## config.mk

```make
export PLATFORM = sky130hd
export DESIGN_NAME = maze_walker
export DESIGN_NICKNAME = d
export VERILOG_FILES = /design/src/rtl/maze_walker.sv
export SDC_FILE = /design/constraint.sdc
export NUM_CORES = 1
export LEC_CHECK = 0
export CAP_MARGIN = 20
export CORE_ASPECT_RATIO = 1.75
export CORE_MARGIN = 1
export CORE_UTILIZATION = 45
export CTS_BUF_LIST = sky130_fd_sc_hd__clkbuf_4 sky130_fd_sc_hd__clkbuf_8
export CTS_CLUSTER_DIAMETER = 120
export DETAILED_ROUTE_END_ITERATION = 16
export PLACE_DENSITY = 0.8
export SLEW_MARGIN = 20
export SYNTH_ARGS = -nofsm -noshare
export SYNTH_HDL_FRONTEND = slang
export SYNTH_SLANG_ARGS = --single-unit
```

## constraint.sdc

```tcl
create_clock -name clk_i -period 2.1 [get_ports clk_i]
set_clock_uncertainty 0.2 [all_clocks]
set_input_delay 0.42 -clock clk_i [delete_from_list [all_inputs] [get_ports clk_i]]
set_output_delay 0.42 -clock clk_i [all_outputs]
set_load 0.01 [all_outputs]
```

## src/rtl/maze_walker.sv

```systemverilog
// maze_walker: steps a walker around an 8x8 map, one registered ROM row lookup per in-grid move.
// Define WALKER_MOVECNT_EN to add the saturating move_cnt_o counter of successful moves.
module maze_walker #(
  parameter logic [2:0] START_X = 3'd2,
  parameter logic [2:0] START_Y = 3'd0,
  parameter logic [2:0] GOAL_X  = 3'd4,
  parameter logic [2:0] GOAL_Y  = 3'd7
) (
  input  logic       clk_i,
  input  logic       rst_i,
  input  logic       move_valid_i,
  input  logic [1:0] move_dir_i,
  output logic       move_ready_o,
  output logic       rom_en_o,
  output logic [2:0] rom_addr_o,
  input  logic [7:0] rom_data_i,
  output logic [2:0] pos_x_o,
  output logic [2:0] pos_y_o,
  output logic       res_valid_o,
  output logic       res_moved_o,
  output logic       at_goal_o
`ifdef WALKER_MOVECNT_EN
  ,
  output logic [7:0] move_cnt_o
`endif
);

  typedef enum logic [1:0] {
    IDLE = 2'd0,
    READ = 2'd1,
    EVAL = 2'd2
  } state_t;

  localparam logic START_AT_GOAL = (START_X == GOAL_X) && (START_Y == GOAL_Y);

  state_t     state_q, state_d;
  logic [2:0] tgt_x_q, tgt_x_d;
  logic [2:0] tgt_y_q, tgt_y_d;
  logic [2:0] pos_x_q, pos_x_d;
  logic [2:0] pos_y_q, pos_y_d;
  logic       res_valid_q, res_valid_d;
  logic       res_moved_q, res_moved_d;
  logic       at_goal_q;
  logic [3:0] step_x, step_y;
  logic       off_grid;
  logic       accept;
  logic       cell_open;

  assign accept = move_valid_i & move_ready_o;

  // One extra bit so that stepping below 0 or above 7 shows up in bit 3.
  always_comb begin
    step_x = {1'b0, pos_x_q};
    step_y = {1'b0, pos_y_q};
    case (move_dir_i)
      2'b00:   step_y = {1'b0, pos_y_q} - 4'd1;
      2'b01:   step_x = {1'b0, pos_x_q} + 4'd1;
      2'b10:   step_y = {1'b0, pos_y_q} + 4'd1;
      default: step_x = {1'b0, pos_x_q} - 4'd1;
    endcase
  end

  assign off_grid  = step_x[3] | step_y[3];
  assign cell_open = rom_data_i[3'd7 - tgt_x_q];

  always_ff @(posedge clk_i or posedge rst_i) begin
    if (rst_i) state_q <= IDLE;
    else       state_q <= state_d;
  end

  always_comb begin
    state_d = state_q;
    case (state_q)
      IDLE:    if (accept && !off_grid) state_d = READ;
      READ:    state_d = EVAL;
      EVAL:    state_d = IDLE;
      default: state_d = IDLE;
    endcase
  end

  always_comb begin
    move_ready_o = (state_q == IDLE) && !rst_i;
    rom_en_o     = (state_q == READ);
    rom_addr_o   = (state_q == READ) ? tgt_y_q : 3'd0;
  end

  always_comb begin
    tgt_x_d     = tgt_x_q;
    tgt_y_d     = tgt_y_q;
    pos_x_d     = pos_x_q;
    pos_y_d     = pos_y_q;
    res_valid_d = 1'b0;
    res_moved_d = 1'b0;
    if (state_q == IDLE && accept) begin
      tgt_x_d = step_x[2:0];
      tgt_y_d = step_y[2:0];
      if (off_grid) res_valid_d = 1'b1;
    end
    if (state_q == EVAL) begin
      res_valid_d = 1'b1;
      if (cell_open) begin
        pos_x_d     = tgt_x_q;
        pos_y_d     = tgt_y_q;
        res_moved_d = 1'b1;
      end
    end
  end

  always_ff @(posedge clk_i or posedge rst_i) begin
    if (rst_i) begin
      tgt_x_q     <= START_X;
      tgt_y_q     <= START_Y;
      pos_x_q     <= START_X;
      pos_y_q     <= START_Y;
      res_valid_q <= 1'b0;
      res_moved_q <= 1'b0;
      at_goal_q   <= START_AT_GOAL;
    end else begin
      tgt_x_q     <= tgt_x_d;
      tgt_y_q     <= tgt_y_d;
      pos_x_q     <= pos_x_d;
      pos_y_q     <= pos_y_d;
      res_valid_q <= res_valid_d;
      res_moved_q <= res_moved_d;
      at_goal_q   <= (pos_x_d == GOAL_X) && (pos_y_d == GOAL_Y);
    end
  end

`ifdef WALKER_MOVECNT_EN
  logic [7:0] move_cnt_q;

  always_ff @(posedge clk_i or posedge rst_i) begin
    if (rst_i) begin
      move_cnt_q <= 8'd0;
    end else if (res_valid_d && res_moved_d && move_cnt_q != 8'hFF) begin
      move_cnt_q <= move_cnt_q + 8'd1;
    end
  end

  assign move_cnt_o = move_cnt_q;
`endif

  assign pos_x_o     = pos_x_q;
  assign pos_y_o     = pos_y_q;
  assign res_valid_o = res_valid_q;
  assign res_moved_o = res_moved_q;
  assign at_goal_o   = at_goal_q;

endmodule
```

After elaboration in Yosys (flattened, before gate mapping)
Index checks and enable logic that the tools add are counted.
W data, S select, Z words.
{"block": "word_totals", "output_inout_bits": 14, "inputBits": 13, "regBits": 17, "word_cells": 48}
{"block": "op_classes", "order_cmp": 1, "n_addsub": 5, "bitwise_logic": 2, "reduce_logical": 9, "n_mux": 16, "n_eq_ne": 7}
{"cell": "$pmux W4 S2", "count": 2}
{"cell": "$mux W3", "count": 5}
{"cell": "$add A3 B1 Y4 const B", "count": 2}
{"cell": "$sub A3 B1 Y4 const B", "count": 2}
{"cell": "$eq A3 B3 Y1 const B", "count": 2}
{"cell": "$mux W1", "count": 6}
{"cell": "$eq A2 B1 Y1 const B", "count": 2}
{"cell": "$eq A2 B2 Y1 const B", "count": 2}
{"cell": "$logic_and A1 B1 Y1", "count": 4}
{"cell": "$logic_not A2 Y1", "count": 2}
{"cell": "$lt A3 B4 Y1 const B", "count": 1}
{"cell": "$pmux W2 S2", "count": 1}
{"cell": "$bmux W1 S3", "count": 1}
{"cell": "$sub A3 B3 Y3 const A", "count": 1}
{"cell": "$logic_not A1 Y1", "count": 2}
{"cell": "$mux W2", "count": 1}
{"cell": "$ne A2 B2 Y1 const B", "count": 1}
{"cell": "$reduce_or A2 Y1", "count": 1}
{"cell": "$and A1 B1 Y1", "count": 1}
{"cell": "$or A1 B1 Y1", "count": 1}

Depth between registers and ports, before layout
Gate-level depths: netlist of the first run.
{"block": "depth", "ltp_word": 8, "mapped_depth": 8, "mapped_depth_nobuf": 7}

Least setup slack after synthesis of the first run
OpenSTA, ideal clock, no wires.
{"block": "synth_path", "path_kind": "input to register", "start": "input port move_dir_i[0]", "end": "register res_valid_q, in the netlist res_valid_o", "t_required_ns": 1.768, "cell_stages": 8, "setup_slack_ns": -0.113, "n_path_buf": 1, "arrival_time_ns": 1.881, "cell_sequence": "clkbuf_1 nand2b_1 ha_1 a21o_1 a21o_1 mux2i_1 xnor2_1 o21ai_0"}
{"block": "synth_via", "elab_chain_len": 7, "elab_cells_between_ends": 10}
{"item": "start: declaration", "line": "12", "text": "input logic [1:0] move_dir_i,"}
{"item": "$eq A2 B2 Y1 or $logic_not A2 Y1 (tied branches)", "line": "55", "text": "case (move_dir_i)"}
{"item": "$reduce_or A2 Y1 (no line)"}
{"item": "$pmux W4 S2", "line": "55"}
{"item": "$or A1 B1 Y1 (*)", "line": "63", "text": "assign off_grid = step_x[3] | step_y[3];"}
{"item": "$mux W1 (*)", "line": "97", "text": "if (off_grid) res_valid_d = 1'b1;"}
{"item": "$mux W1 (*)", "line": "94", "text": "if (state_q == IDLE && accept) begin"}
{"item": "$mux W1 (*)", "line": "99", "text": "if (state_q == EVAL) begin"}
{"item": "named net res_valid_d", "line": "41", "text": "logic res_valid_q, res_valid_d;"}
{"item": "end signal: assignment", "line": "123", "text": "res_valid_q <= res_valid_d;"}
{"item": "end: declaration", "line": "41"}
Mark *: on every way through the listed nets, which the timed path passes. The rest lies on a longest branch.
A chain may end at the register's enable or synchronous reset.

Worst setup path after layout of the first run
{"block": "layout_path", "start": "register tgt_x_q[1]", "end": "register pos_y_q[1], in the netlist pos_y_o[1]"}
{"block": "layout_via", "elab_chain_len": 5}
{"item": "start: declaration", "line": "37", "text": "logic [2:0] tgt_x_q, tgt_x_d;"}
{"item": "start signal: assignment", "line": "119", "text": "tgt_x_q <= tgt_x_d;"}
{"item": "$sub A3 B3 Y3", "line": "64", "text": "assign cell_open = rom_data_i[3'd7 - tgt_x_q];"}
{"item": "$bmux W1 S3", "line": "64"}
{"item": "$mux W1 (not written as such)", "line": "64"}
{"item": "$mux W3", "line": "101", "text": "if (cell_open) begin"}
{"item": "$mux W3", "line": "99"}
{"item": "named net pos_y_d[1]", "line": "40", "text": "logic [2:0] pos_y_q, pos_y_d;"}
{"item": "end signal: assignment", "line": "122", "text": "pos_y_q <= pos_y_d;"}
{"item": "end: declaration", "line": "40"}
The timed path passes the listed nets, and every way through them passes these cells. The select of a mux whose other input is x is not followed.

==> results of run 1 <==
area by class of cell:
type,count,area [µm²],share of cell area
Clock buffer,3,22.5,0.0150
Clock inverter,1,5.00,0.00333
Timing Repair Buffer,40,378,0.251
Multi-Input combinational cell,72,638,0.424
Tap cell,24,30.0,0.0200
Inverter,1,3.75,0.00249
Sequential cell,17,428,0.284
synthesized netlist by cell type (all sizes together):
master	number
or2b	1
fa	1
o21a	1
or4	1
a21oi	3
dfrtp	15
nand2b	3
nor4	1
nor3b	1
nor2b	3
ha	4
dfstp	2
mux2i	6
nand3	2
a21boi	1
a21o	2
buf	1
xnor2	4
and2	3
mux2	9
nand2	9
clkbuf	3
nor2	2
o21ai	7
inv	1
maj3	1
xor2	2
o22ai	1
o22a	1
nor3	3
power by group through the flow:
stage	Combinational (mW)	Clock, mW	Sequential [mW]
floorplan	0.541	0	0.594
global placement	0.749	0	0.635
detailed placement	0.776	0	0.647
CTS	0.833	0.171	0.642
global route	0.933	0.190	0.661
finish	0.857	0.167	0.636
registers in the layout (all words and copies together), names as in the netlist:
register,count
pos_x_o,3
tgt_y_q,3
tgt_x_q,3
state_q,2
at_goal_o,1
res_moved_o,1
pos_y_o,3
res_valid_o,1
cell families (layout without fill, tap and decap cells):
logic type                 Yosys count  count (layout)  share of synthesized area
and+or+nand+nor                     29              29                      0.179
muxes                               15              15                      0.160
DFF                                 17              17                      0.405
buffers and inverters                5              45                     0.0344
AOI/OAI and AO/OA                   16              16                     0.0960
adders and majority gates            6               6                     0.0758
xor gates and xnor gates             6               6                     0.0498
worst paths after layout:
kind	from	to	cells after the start
min in group clk_i	tgt_y_q[0]$_DFFE_PP0P_	tgt_y_q[0]$_DFFE_PP0P_	2
worst max register to register	tgt_x_q[1]$_DFFE_PP1P_	pos_y_o[1]$_DFF_PP0_	6
worst min register to register	tgt_y_q[0]$_DFFE_PP0P_	tgt_y_q[0]$_DFFE_PP0P_	2
max in group asynchronous	rst_i	tgt_x_q[0]$_DFFE_PP0P_	2
worst max-delay path	tgt_x_q[1]$_DFFE_PP1P_	pos_y_o[1]$_DFF_PP0_	6
worst min-delay path	rst_i	state_q[1]$_DFFE_PP0P_	2
stage by stage:
step           cell area [µm²]  power [mW]  hold WS (ns)  worst slack (ns)
2_1_floorplan             1060        1.14         0.145            0.0121
3_3_place_gp              1370        1.38         0.259            -0.300
3_5_place_dp              1370        1.42         0.280            -0.325
4_1_cts                   1460        1.65         0.353          0.000730
5_1_grt                   1510        1.78         0.390           -0.0771
6_report                  1510        1.66         0.337          -0.00716
layer usage:
layer,global-route usage,vias up,share of wire
met5,0,-,0
met4,0.0647,0,0.0090
met3,0.0236,2,0.028
met2,0.404,19,0.60
met1,0.238,411,0.36
li1,-,411,-
layout by cell type, fill, tap and decap left out, types with 2 or more instances in the layout:
master,n
sky130_fd_sc_hd__clkdlybuf4s50_1,20
sky130_fd_sc_hd__dfrtp_1,15
sky130_fd_sc_hd__buf_4,12
sky130_fd_sc_hd__nand2_1,9
sky130_fd_sc_hd__o21ai_0,7
sky130_fd_sc_hd__mux2_2,7
sky130_fd_sc_hd__mux2i_1,6
sky130_fd_sc_hd__dlygate4sd2_1,5
sky130_fd_sc_hd__xnor2_1,4
sky130_fd_sc_hd__and2_1,3
sky130_fd_sc_hd__ha_1,3
sky130_fd_sc_hd__clkbuf_4,3
sky130_fd_sc_hd__nor3_1,2
sky130_fd_sc_hd__xor2_1,2
sky130_fd_sc_hd__nand2b_1,2
sky130_fd_sc_hd__mux2_4,2
sky130_fd_sc_hd__nor2_1,2
sky130_fd_sc_hd__nand3_1,2
sky130_fd_sc_hd__a21o_1,2
sky130_fd_sc_hd__nor2b_1,2
sky130_fd_sc_hd__a21oi_1,2
sky130_fd_sc_hd__dfstp_2,2
what timing repair did:
item                                    CTS  global route
gates resized for setup                   8             7
cloned                                    0             0
pin swaps                                 4             4
endpoints found under the setup margin    8             7
setup buffers                             5             1
==> flow_summary.yaml, run 1 <==
synth:
  ys_seq_area_frac: 0.405
  yosys_register_bits: 17
  synth_fp_nets: 112
  post_synth_inst_count: 94
  yosysWarningCount: 0
  syn-cell-area_um2: 1060
  synth_area_leader_cell: "sky130_fd_sc_hd__dfrtp_1"
  yosysTopAreaCellShare: 0.355
  average_cell_area_after_synthesis_um2: 11.2
  synth.lib_cells_used.distinct: 33
  synth.area.top_cells: "sky130_fd_sc_hd__dfrtp_1 36%, sky130_fd_sc_hd__mux2_2 7.5%, sky130_fd_sc_hd__mux2i_1 5.7%"
critical_path:
  worstPathRequired_ns: 2.08
  timing.critical_path.cells: "mux2_2 > o22ai_4 > nor4_4 > buf_4 > buf_12 > mux2_2"
  crit_path_max_incr_delay_ns: 0.61
  setup.reg_to_reg.worst_slack_ns: -0.007
  cp_num_buf_inv: 2
  critPathMaxFanout: 5
  crit_arrival_ns: 2.09
  cp-end-kind: "register"
  crit_type: "register to register"
  startpoint_class: "register"
  timing.critical_path.mode_cell: "sky130_fd_sc_hd__mux2_2"
  timing.critical_path.max_delay_family: "flip-flops"
  worst_path_max_delay_cell: "sky130_fd_sc_hd__dfstp_2"
cells_and_area:
  fillerInstances: 167
  layoutNonFillerInstCount: 158
  antenna_cells_inserted: 0
  post_route_cells_drive_above_1_share: 0.291
  utilization: 0.701
  finish.net_count: 153
  area_growth_from_synthesis_to_layout_pct: 42.5
run_status:
  failed_checks: "negative setup slack"
  result_of_the_run: "finished, violations left"
clocking:
  clock_insertion_delay_worst_skew_ns: 0.28
  clock-root-buffer: "sky130_fd_sc_hd__clkbuf_4"
  cts_made_buffers: 3
  cts_tree: "yes"
  cts_hold_buf: 0
  cts-htree-levels: 1
  cts.clk_slew.worst_paths_ns: 0.10
  clock_sink_count: 17
  cts_max_path_buffers: 2
global_route:
  grt_remaining_overflow: 0
  grt_first_pass_wirelength_um: 3900
  grt_pass1_vias: 892
  groute.usage.overall: 0.216
  grt_max_degree: 18
  number_of_antenna_violations_at_the_first_check_in_global_routing: 0
die:
  pin_count: 27
  rows: 22
  initial_core_utilization: 0.492
  vertical_extent_of_the_die_um: 66.1
  core_area_um2: 2150
  die_width_um: 38.6
  fp.dieArea_um2: 2550
place:
  globalplace.congestion: 0.767
  placedCellCount: 148
  dp_hpwl_um: 1750
  place.port_buffers: 26
timing:
  slew_viol_final: 0
  final_period_minus_worst_setup_slack_ns: 2.11
  final.setup.tns_ns: -0.0131
  hold_viol: 0
  rsz_0062_raised_after_global_routing: "yes"
  finalSetupViolations: 3
  timing.max_slew.rel_slack: 0.580
  postLayoutSetupSlackWorst_ns: -0.00716
  layout_worst_path_cycle_share: 1.00
  achievable-frequency_mhz: 475
  tightestPinTransition_ns: 0.629
pwr:
  vdd_ir_drop_max_v: 0.000638
  netSwitchingFraction: 0.377
  cell_internal_pwr_mw: 1.04
  clockPowerShare: 0.101
  power.share.combinational: 0.516
  power.density_nw_per_um2: 1100
  power_frac_seq: 0.383
  power_switching_mw: 0.626
  power.static_leakage_nw: 0.692
detailed_routing:
  postRouteWirelength_um: 2330
  detail_route.wl_per_cell_um: 14.7
  vias: 843
  antenna_left: 0
  post_drt_via_cell_ratio: 5.34
  first_pass_iters: 4
  dr.first_iter.drc_count: 13
  remaining_design_rule_violation_count: 0
flow_run:
  timing.max_cap.violations: 0
worst_hold_path:
  holdCritPathClass: "input pin to async pin"
Power figures use the tool's default switching activity.
==> run 2, diff against run 1 <==
Settings changed: CTS_CLUSTER_DIAMETER 120 to unset, SLEW_MARGIN 20 to unset.
==> results of run 2 <==
The final DEF is identical to that of run 1; final timing and power are the same.
